===== src/rtl/uio_bus_responder.sv =====
// Register-file responder on the TinyTapeout user pins.
// The host runs 4-phase req/ack transfers. The command arrives on ui_in and the data on uio.
// Reads turn the uio bus around by raising uio_oe before ack.
module uio_bus_responder #(
    parameter int         SYNC_STAGES = 2,
    parameter int         TURNAROUND  = 1,
    parameter logic [7:0] ID_VALUE    = 8'hA5
) (
    input  logic       clk,
    input  logic       rst_n,
    input  logic       ena,
    input  logic [7:0] ui_in,
    input  logic [7:0] uio_in,
    output logic [7:0] uio_out,
    output logic [7:0] uio_oe,
    output logic [7:0] uo_out
);

    typedef enum logic [1:0] {
        IDLE,
        CMD,
        TURN,
        ACK
    } state_t;

    localparam int              TURN_W    = (TURNAROUND > 1) ? $clog2(TURNAROUND) : 1;
    localparam logic [TURN_W-1:0] TURN_LAST = TURN_W'(TURNAROUND - 1);
    localparam int              NUM_RW    = 14;

    state_t                   state;
    state_t                   state_next;
    logic [SYNC_STAGES-1:0]   sync_q;
    logic                     req_s;
    logic                     req_armed;
    logic [TURN_W-1:0]        turn_cnt;
    logic [7:0]               reg_file [0:NUM_RW-1];
    logic [7:0]               txn_cnt;
    logic [7:0]               rd_data;
    logic [7:0]               uio_out_q;
    logic                     oe_q;
    logic                     ack_q;
    logic                     wr;
    logic [3:0]               addr;
    logic                     do_write;
    logic                     do_read;
    logic                     enter_ack;
    logic                     do_done;
    logic                     unused_bits;

    assign wr          = ui_in[1];
    assign addr        = ui_in[5:2];
    assign req_s       = sync_q[SYNC_STAGES-1];
    assign unused_bits = ^ui_in[7:6];

    // Bring the asynchronous host request into the clock domain.
    always_ff @(posedge clk or negedge rst_n) begin
        if (!rst_n) begin
            sync_q <= '0;
        end else begin
            sync_q <= {sync_q[SYNC_STAGES-2:0], ui_in[0]};
        end
    end

    // Hold the state register, the turnaround counter and the re-arm flag. A new transfer needs req_s to be seen low first.
    always_ff @(posedge clk or negedge rst_n) begin
        if (!rst_n) begin
            state     <= IDLE;
            turn_cnt  <= '0;
            req_armed <= 1'b0;
        end else begin
            state <= state_next;
            if (state == TURN) begin
                turn_cnt <= turn_cnt + TURN_W'(1);
            end else begin
                turn_cnt <= '0;
            end
            if (state == IDLE && state_next == CMD) begin
                req_armed <= 1'b0;
            end else if (!req_s) begin
                req_armed <= 1'b1;
            end
        end
    end

    // Compute the next state and the datapath strobes. Dropping ena cancels everything and returns to idle.
    always_comb begin
        state_next = state;
        do_write   = 1'b0;
        do_read    = 1'b0;
        enter_ack  = 1'b0;
        do_done    = 1'b0;
        case (state)
            IDLE: begin
                if (req_s && req_armed) begin
                    state_next = CMD;
                end
            end
            CMD: begin
                if (wr) begin
                    do_write   = 1'b1;
                    enter_ack  = 1'b1;
                    state_next = ACK;
                end else begin
                    do_read    = 1'b1;
                    state_next = TURN;
                end
            end
            TURN: begin
                if (turn_cnt == TURN_LAST) begin
                    enter_ack  = 1'b1;
                    state_next = ACK;
                end
            end
            ACK: begin
                if (!req_s) begin
                    do_done    = 1'b1;
                    state_next = IDLE;
                end
            end
            default: begin
                state_next = IDLE;
            end
        endcase
        if (!ena) begin
            state_next = IDLE;
            do_write   = 1'b0;
            do_read    = 1'b0;
            enter_ack  = 1'b0;
            do_done    = 1'b0;
        end
    end

    // Select the read source. Address 14 returns the transfer counter and address 15 returns the fixed ID.
    always_comb begin
        rd_data = 8'h00;
        if (addr == 4'd15) begin
            rd_data = ID_VALUE;
        end else if (addr == 4'd14) begin
            rd_data = txn_cnt;
        end else begin
            rd_data = reg_file[addr];
        end
    end

    // Update the register file. Writes to the read-only addresses are dropped.
    always_ff @(posedge clk or negedge rst_n) begin
        if (!rst_n) begin
            for (int i = 0; i < NUM_RW; i++) begin
                reg_file[i] <= 8'h00;
            end
        end else if (do_write && addr < 4'd14) begin
            reg_file[addr] <= uio_in;
        end
    end

    // Drive the handshake, the bus direction, the read data and the transfer counter.
    // uio_out keeps the last read value after oe falls.
    always_ff @(posedge clk or negedge rst_n) begin
        if (!rst_n) begin
            uio_out_q <= 8'h00;
            oe_q      <= 1'b0;
            ack_q     <= 1'b0;
            txn_cnt   <= 8'h00;
        end else begin
            if (do_read) begin
                uio_out_q <= rd_data;
                oe_q      <= 1'b1;
            end
            if (enter_ack) begin
                ack_q <= 1'b1;
            end
            if (do_done) begin
                ack_q   <= 1'b0;
                oe_q    <= 1'b0;
                txn_cnt <= txn_cnt + 8'd1;
            end
            if (!ena) begin
                ack_q <= 1'b0;
                oe_q  <= 1'b0;
            end
        end
    end

    assign uio_out = uio_out_q;
    assign uio_oe  = {8{oe_q}};
    assign uo_out  = {reg_file[0][5:0], (state != IDLE), ack_q};

endmodule


===== config.mk =====
export PLATFORM = sky130hd
export DESIGN_NAME = uio_bus_responder
export DESIGN_NICKNAME = d
export VERILOG_FILES = /design/src/rtl/uio_bus_responder.sv
export SDC_FILE = /design/constraint.sdc
export NUM_CORES = 1
export LEC_CHECK = 0
export ABC_AREA = 1
export ABC_CLOCK_PERIOD_IN_PS = 4500
export BUFFER_PORTS_ARGS = -buffer_cell sky130_fd_sc_hd__buf_2
export CAP_MARGIN = 20
export CELL_PAD_IN_SITES_DETAIL_PLACEMENT = 1
export CELL_PAD_IN_SITES_GLOBAL_PLACEMENT = 1
export CORE_MARGIN = 3
export CORE_UTILIZATION = 49
export DETAILED_ROUTE_END_ITERATION = 16
export PLACE_DENSITY_LB_ADDON = 0.1
export SYNTH_ARGS = -nofsm -noshare
export SYNTH_HDL_FRONTEND = slang
export SYNTH_SLANG_ARGS = --single-unit

===== constraint.sdc =====
create_clock -name clk -period 4.5 [get_ports clk]
set_clock_uncertainty 0.05 [all_clocks]
set_input_delay 0 -clock clk [delete_from_list [all_inputs] [get_ports clk]]
set_output_delay 0 -clock clk [all_outputs]
set_load 0.02 [all_outputs]

* After elaboration in Yosys (flattened, before gate mapping) *
Cells that the tools add are included.

storage, ports and cells
  memories = 0
  bits in latches = 0
  logic and storage cells = 78
  register bits = 136
  memory bits (writable) = 0
  bits in read-only memories = 0

cells by class
  equality and inequality tests = 9
  $mul = 0
  divide/modulo/power cells = 0
  muxes and demuxes = 35
  shifts and indexed selects = 0
  reduce and logical (&&, ||, !) cells = 6
  add/sub/neg operators = 2
  bitwise gates (word level) = 1
  order comparisons = 3

operators with widths
  operator                                                                 number
  112-bit bitwise mux                                                      1
  8-bit 2-to-1 mux                                                         5
  8-bit binary-select mux with 4-bit select                                1
  8-bit demux with 4-bit select                                            1
  1-bit 2-to-1 mux                                                         21
  8-bit by 1-bit adder with 8-bit output, second input constant            1
  4-bit equality test, second input constant                               2
  2-bit 2-to-1 mux                                                         4
  2-bit one-hot mux with 4 select lines                                    1
  3-bit by 1-bit inequality test with 1-bit output, second input constant  2
  5-bit greater-or-equal comparator, second input constant                 1
  5-bit by 1-bit < comparator with 1-bit output, second input constant     1
  4-bit inverter with 5-bit output                                         1
  2-bit by 1-bit equality test with 1-bit output, second input constant    2
  2-bit equality test, second input constant                               2
  1-bit logical AND                                                        4
  4-bit < comparator, second input constant                                1
  2-bit logical NOT                                                        1
  2-bit by 1-bit inequality test with 1-bit output, second input constant  1
  1-bit one-hot mux with 2 select lines                                    1
  2-bit nonzero test                                                       1
  1-bit adder, second input constant                                       1

* Logic depth before layout (Yosys ltp) *
  depth in word-level cells = 7
  depth in mapped cells = 11
  mapped depth without buffers = 11

* Least setup slack after synthesis *
Ideal clock, no wire load.

  kind = register to register
  start = reg state[1]
  end = reg reg_file[86] (netlist bit)
  stages on the path, launching flop included = 11
  library setup time = 0.131 ns
  path buffers = 1
  setup slack = 2.715 ns
  arrival = 1.604 ns
  cells stage by stage = dfrtp_1 inv_1 ha_1 nand2_1 nor2_2 inv_2 nor3_4 nand2_2 buf_6 nand2_1 o21ai_2

on the way
  longest elaborated chain between the ends = 4

RTL lines
  item                                            RTL line  text
  start: declaration                              30        state_t state;
  start signal: assignment                        71        state <= state_next;
  2-bit by 1-bit equality test with 1-bit output  92        case (state)
  1-bit 2-to-1 mux                                92
  1-bit 2-to-1 mux                                124       if (!ena) begin
  1-bit logical AND                               151       end else if (do_write && addr < 4'd14) begin
  end signal: indexed assignment                  152       reg_file[addr] <= uio_in;
  end: declaration                                36        logic [7:0] reg_file [0:NUM_RW-1];

No other way between the ends.
A chain may end at the register's enable or synchronous reset.

* Worst setup path in the final report *
  start = reg state[1]
  end = reg reg_file[39] (netlist bit)

The elaborated chain is that of the path after synthesis.

==> impl_metrics.yaml <==
status:
  status: "completed"
cells_and_area:
  antenna_cells: 0
  regArea_mm2: 0.00340
  nNetsFinal: 887
  multi_input_area_mm2: 0.00294
  fillers: 1686
  drive_gt1_frac: 0.186
  syn2layout_area_growth_pct: 10.2
worst_hold_path:
  min_path_type: "input port to register"
logic_synthesis:
  syn-num-nets: 874
  synth_edf_count: 0
  syn_area_mm2: 0.00686
  netlist_instances: 849
  ys_top_cells_by_area: "dfrtp_1 50%, nand2_1 23%, o21ai_2 7.8%"
  synth.distinct_cells: 27
  postSynthAreaPerCell_um2: 8.08
  yosysSeqAreaShare: 0.496
  ys.warnings.count: 0
  async_reset_ff_frac: 1.00
  ys_seq_elements: 136
  ys.flop_type: "dfrtp_1"
  synth_largest_area_cell: "dfrtp_1"
  synth_top_area_frac: 0.496
floorplan:
  ioPinCount: 43
  start_util: 0.510
  rows: 42
  core_mm2: 0.0135
  die-height_um: 124
  fp.dieW_um: 124
  dieArea_mm2: 0.0155
detailed_routing:
  route.vias.total: 5679
  drc_errors: 0
  wl_per_cell_um: 18.0
  vias_per_cell: 5.40
  dr.pass1.iters: 4
  drt_iter0_drc: 305
  ant_nets: 0
  drt_wl_total_um: 18900
critical_path:
  start_kind: "register"
  criticalPathCategory: "register to register"
  cp-end-kind: "register"
  cp_data_arrival_time_ns: 2.51
  critPathMaxFanout: 16
  critPathRequiredTime_ns: 4.70
sta:
  setup_viol: 0
  slew_headroom: 0.296
  tns_ns: 0
  grt_setup_unrepaired: "false"
  post-route-period-util: 0.514
  timing.final.hold_violations: 0
  fin_ws_ns: 2.19
  period_needed_ns: 2.31
  max_freq_mhz: 433
  worstMarginPinSlew_ns: 1.05
  slew_violations: 0
grt:
  grt_pass1_wl_um: 31600
  grt.total_usage: 0.257
  grt_max_degree: 98
  antenna_found_initial: 0
  grt_pass1_vias: 6184
  grt-ovfl-total: 0
run:
  drv_cap: 0
place:
  dp_hpwl_um: 11600
  portBuffers: 40
  place_ws_ns: 2.27
  place_congestion: 0.791
clock_tree:
  clock_latency_ns: 0.42
  h-tree-depth: 4
  clkSlewWorstSetupHoldPaths_ns: 0.06
  root_buffer: "clkbuf_16"
  cts-resized-gates: 0
  clk_path_buf_depth: 2
  tritoncts: "built"
  ctsHoldBuffers: 4
  cts_buffers: 17
  clock_sinks: 136
  postCtsSetupBuffers: 0
power:
  p_leak_nw: 4.01
  pwr_density_cell_mw_per_mm2: 509
  ir_drop_mv: 0.265
-- cell type report --
class / count / area share
Clock inverter: 9 / 0.0129
Tap cell: 176 / 0.0291
Timing Repair Buffer: 48 / 0.0366
Inverter: 38 / 0.0189
Sequential cell: 136 / 0.450
Multi-Input combinational cell: 621 / 0.389
Clock buffer: 23 / 0.0632
-- cells in the mapped netlist (all sizes together), types with 4 or more instances --
master and count:
a21oi 7, ha 6, inv 38, clkbuf 13, nand2 426, nand3 10
xor2 5, o21ai 128, o211ai 4, dfrtp 136, buf 41, nor2 27
-- final timing paths --
| check | start | endpoint | slack, ns | cells after the start |
|---|---|---|---|---|
| worst max-delay path | state[1] | reg_file[39] | 2.19 | 9 |
| min in group asynchronous | rst_n | sync_q[1] | 0.17 | 2 |
| max in group asynchronous | rst_n | reg_file[6] | 3.06 | 3 |
| worst max register to register | state[1] | reg_file[39] | 2.19 | 9 |
| worst min-delay path | ui_in[1] | uio_out[0] | 0.08 | 6 |
| worst min register to register | sync_q[0] | sync_q[1] | 0.30 | 0 |
-- placed cells by master (no fill, tap or decap), drive strengths merged, types with 7 or more instances in the layout --
| cell type | n |
|---|---|
| a21oi | 7 |
| buf | 44 |
| clkbuf | 23 |
| dfrtp | 136 |
| inv | 38 |
| nand2 | 426 |
| nand3 | 10 |
| nor2 | 27 |
| o21ai | 128 |
-- metrics by stage --
| stage | hold slack [ns] | area [um2] | util | power (mW) | instances |
|---|---|---|---|---|---|
| 6_report | 0.0817 | 7560 | 0.562 | 3.85 | 1051 |
| 5_1_grt | 0.118 | 7560 | 0.562 | 4.08 | 1051 |
| 4_1_cts | 0.0692 | 7560 | 0.562 | 3.87 | 1051 |
| 3_5_place_dp | 0.0663 | 6940 | 0.516 | 2.48 | 1015 |
| 3_3_place_gp | 0.0661 | 6940 | 0.516 | 2.42 | 1015 |
| 2_1_floorplan | -0.346 | 6860 | - | 2.25 | 849 |
-- per-layer routing --
layer / global-route usage / vias up / wire length, um
met2: 0.454 / 87 / 9790
met5: 0 / - / 0
met1: 0.312 / 2882 / 8120
met3: 0.0579 / 21 / 714
li1: - / 2689 / -
met4: 0.0799 / 0 / 310
-- where the power goes --
part	internal (mW)	total (mW)	switching, mW	leakage (nW)
logic	0.302	0.859	0.557	1.89
clock network	0.853	1.36	0.510	0.286
registers	1.47	1.63	0.152	1.84
-- worst max-delay path, cell delays in order, from the launching register on --
cell     delay [ns]
dfrtp_1        0.43
inv_1          0.15
ha_1           0.27
nand2_1        0.11
nor2_2         0.18
inv_2          0.11
nor3_4         0.24
nand2_2        0.32
nand2_1        0.16
o21ai_1        0.11
-- sequential cells by signal, summed over array words and instances (netlist names) --
name,count
txn_cnt,8
req_armed,1
uo_out,6
uio_out,8
oe_q,1
sync_q,2
reg_file,106
turn_cnt,1
ack_q,1
state,2
-- kinds of logic after synthesis --
group / after synthesis / share of synthesized area
xor+xnor: 7 / 0.00894
simple gates: 468 / 0.272
flops: 136 / 0.496
buf+inv: 92 / 0.0751
compound gates: 140 / 0.137
fa+ha+maj: 6 / 0.0109
No activity file was read; power rests on OpenSTA's default activity.
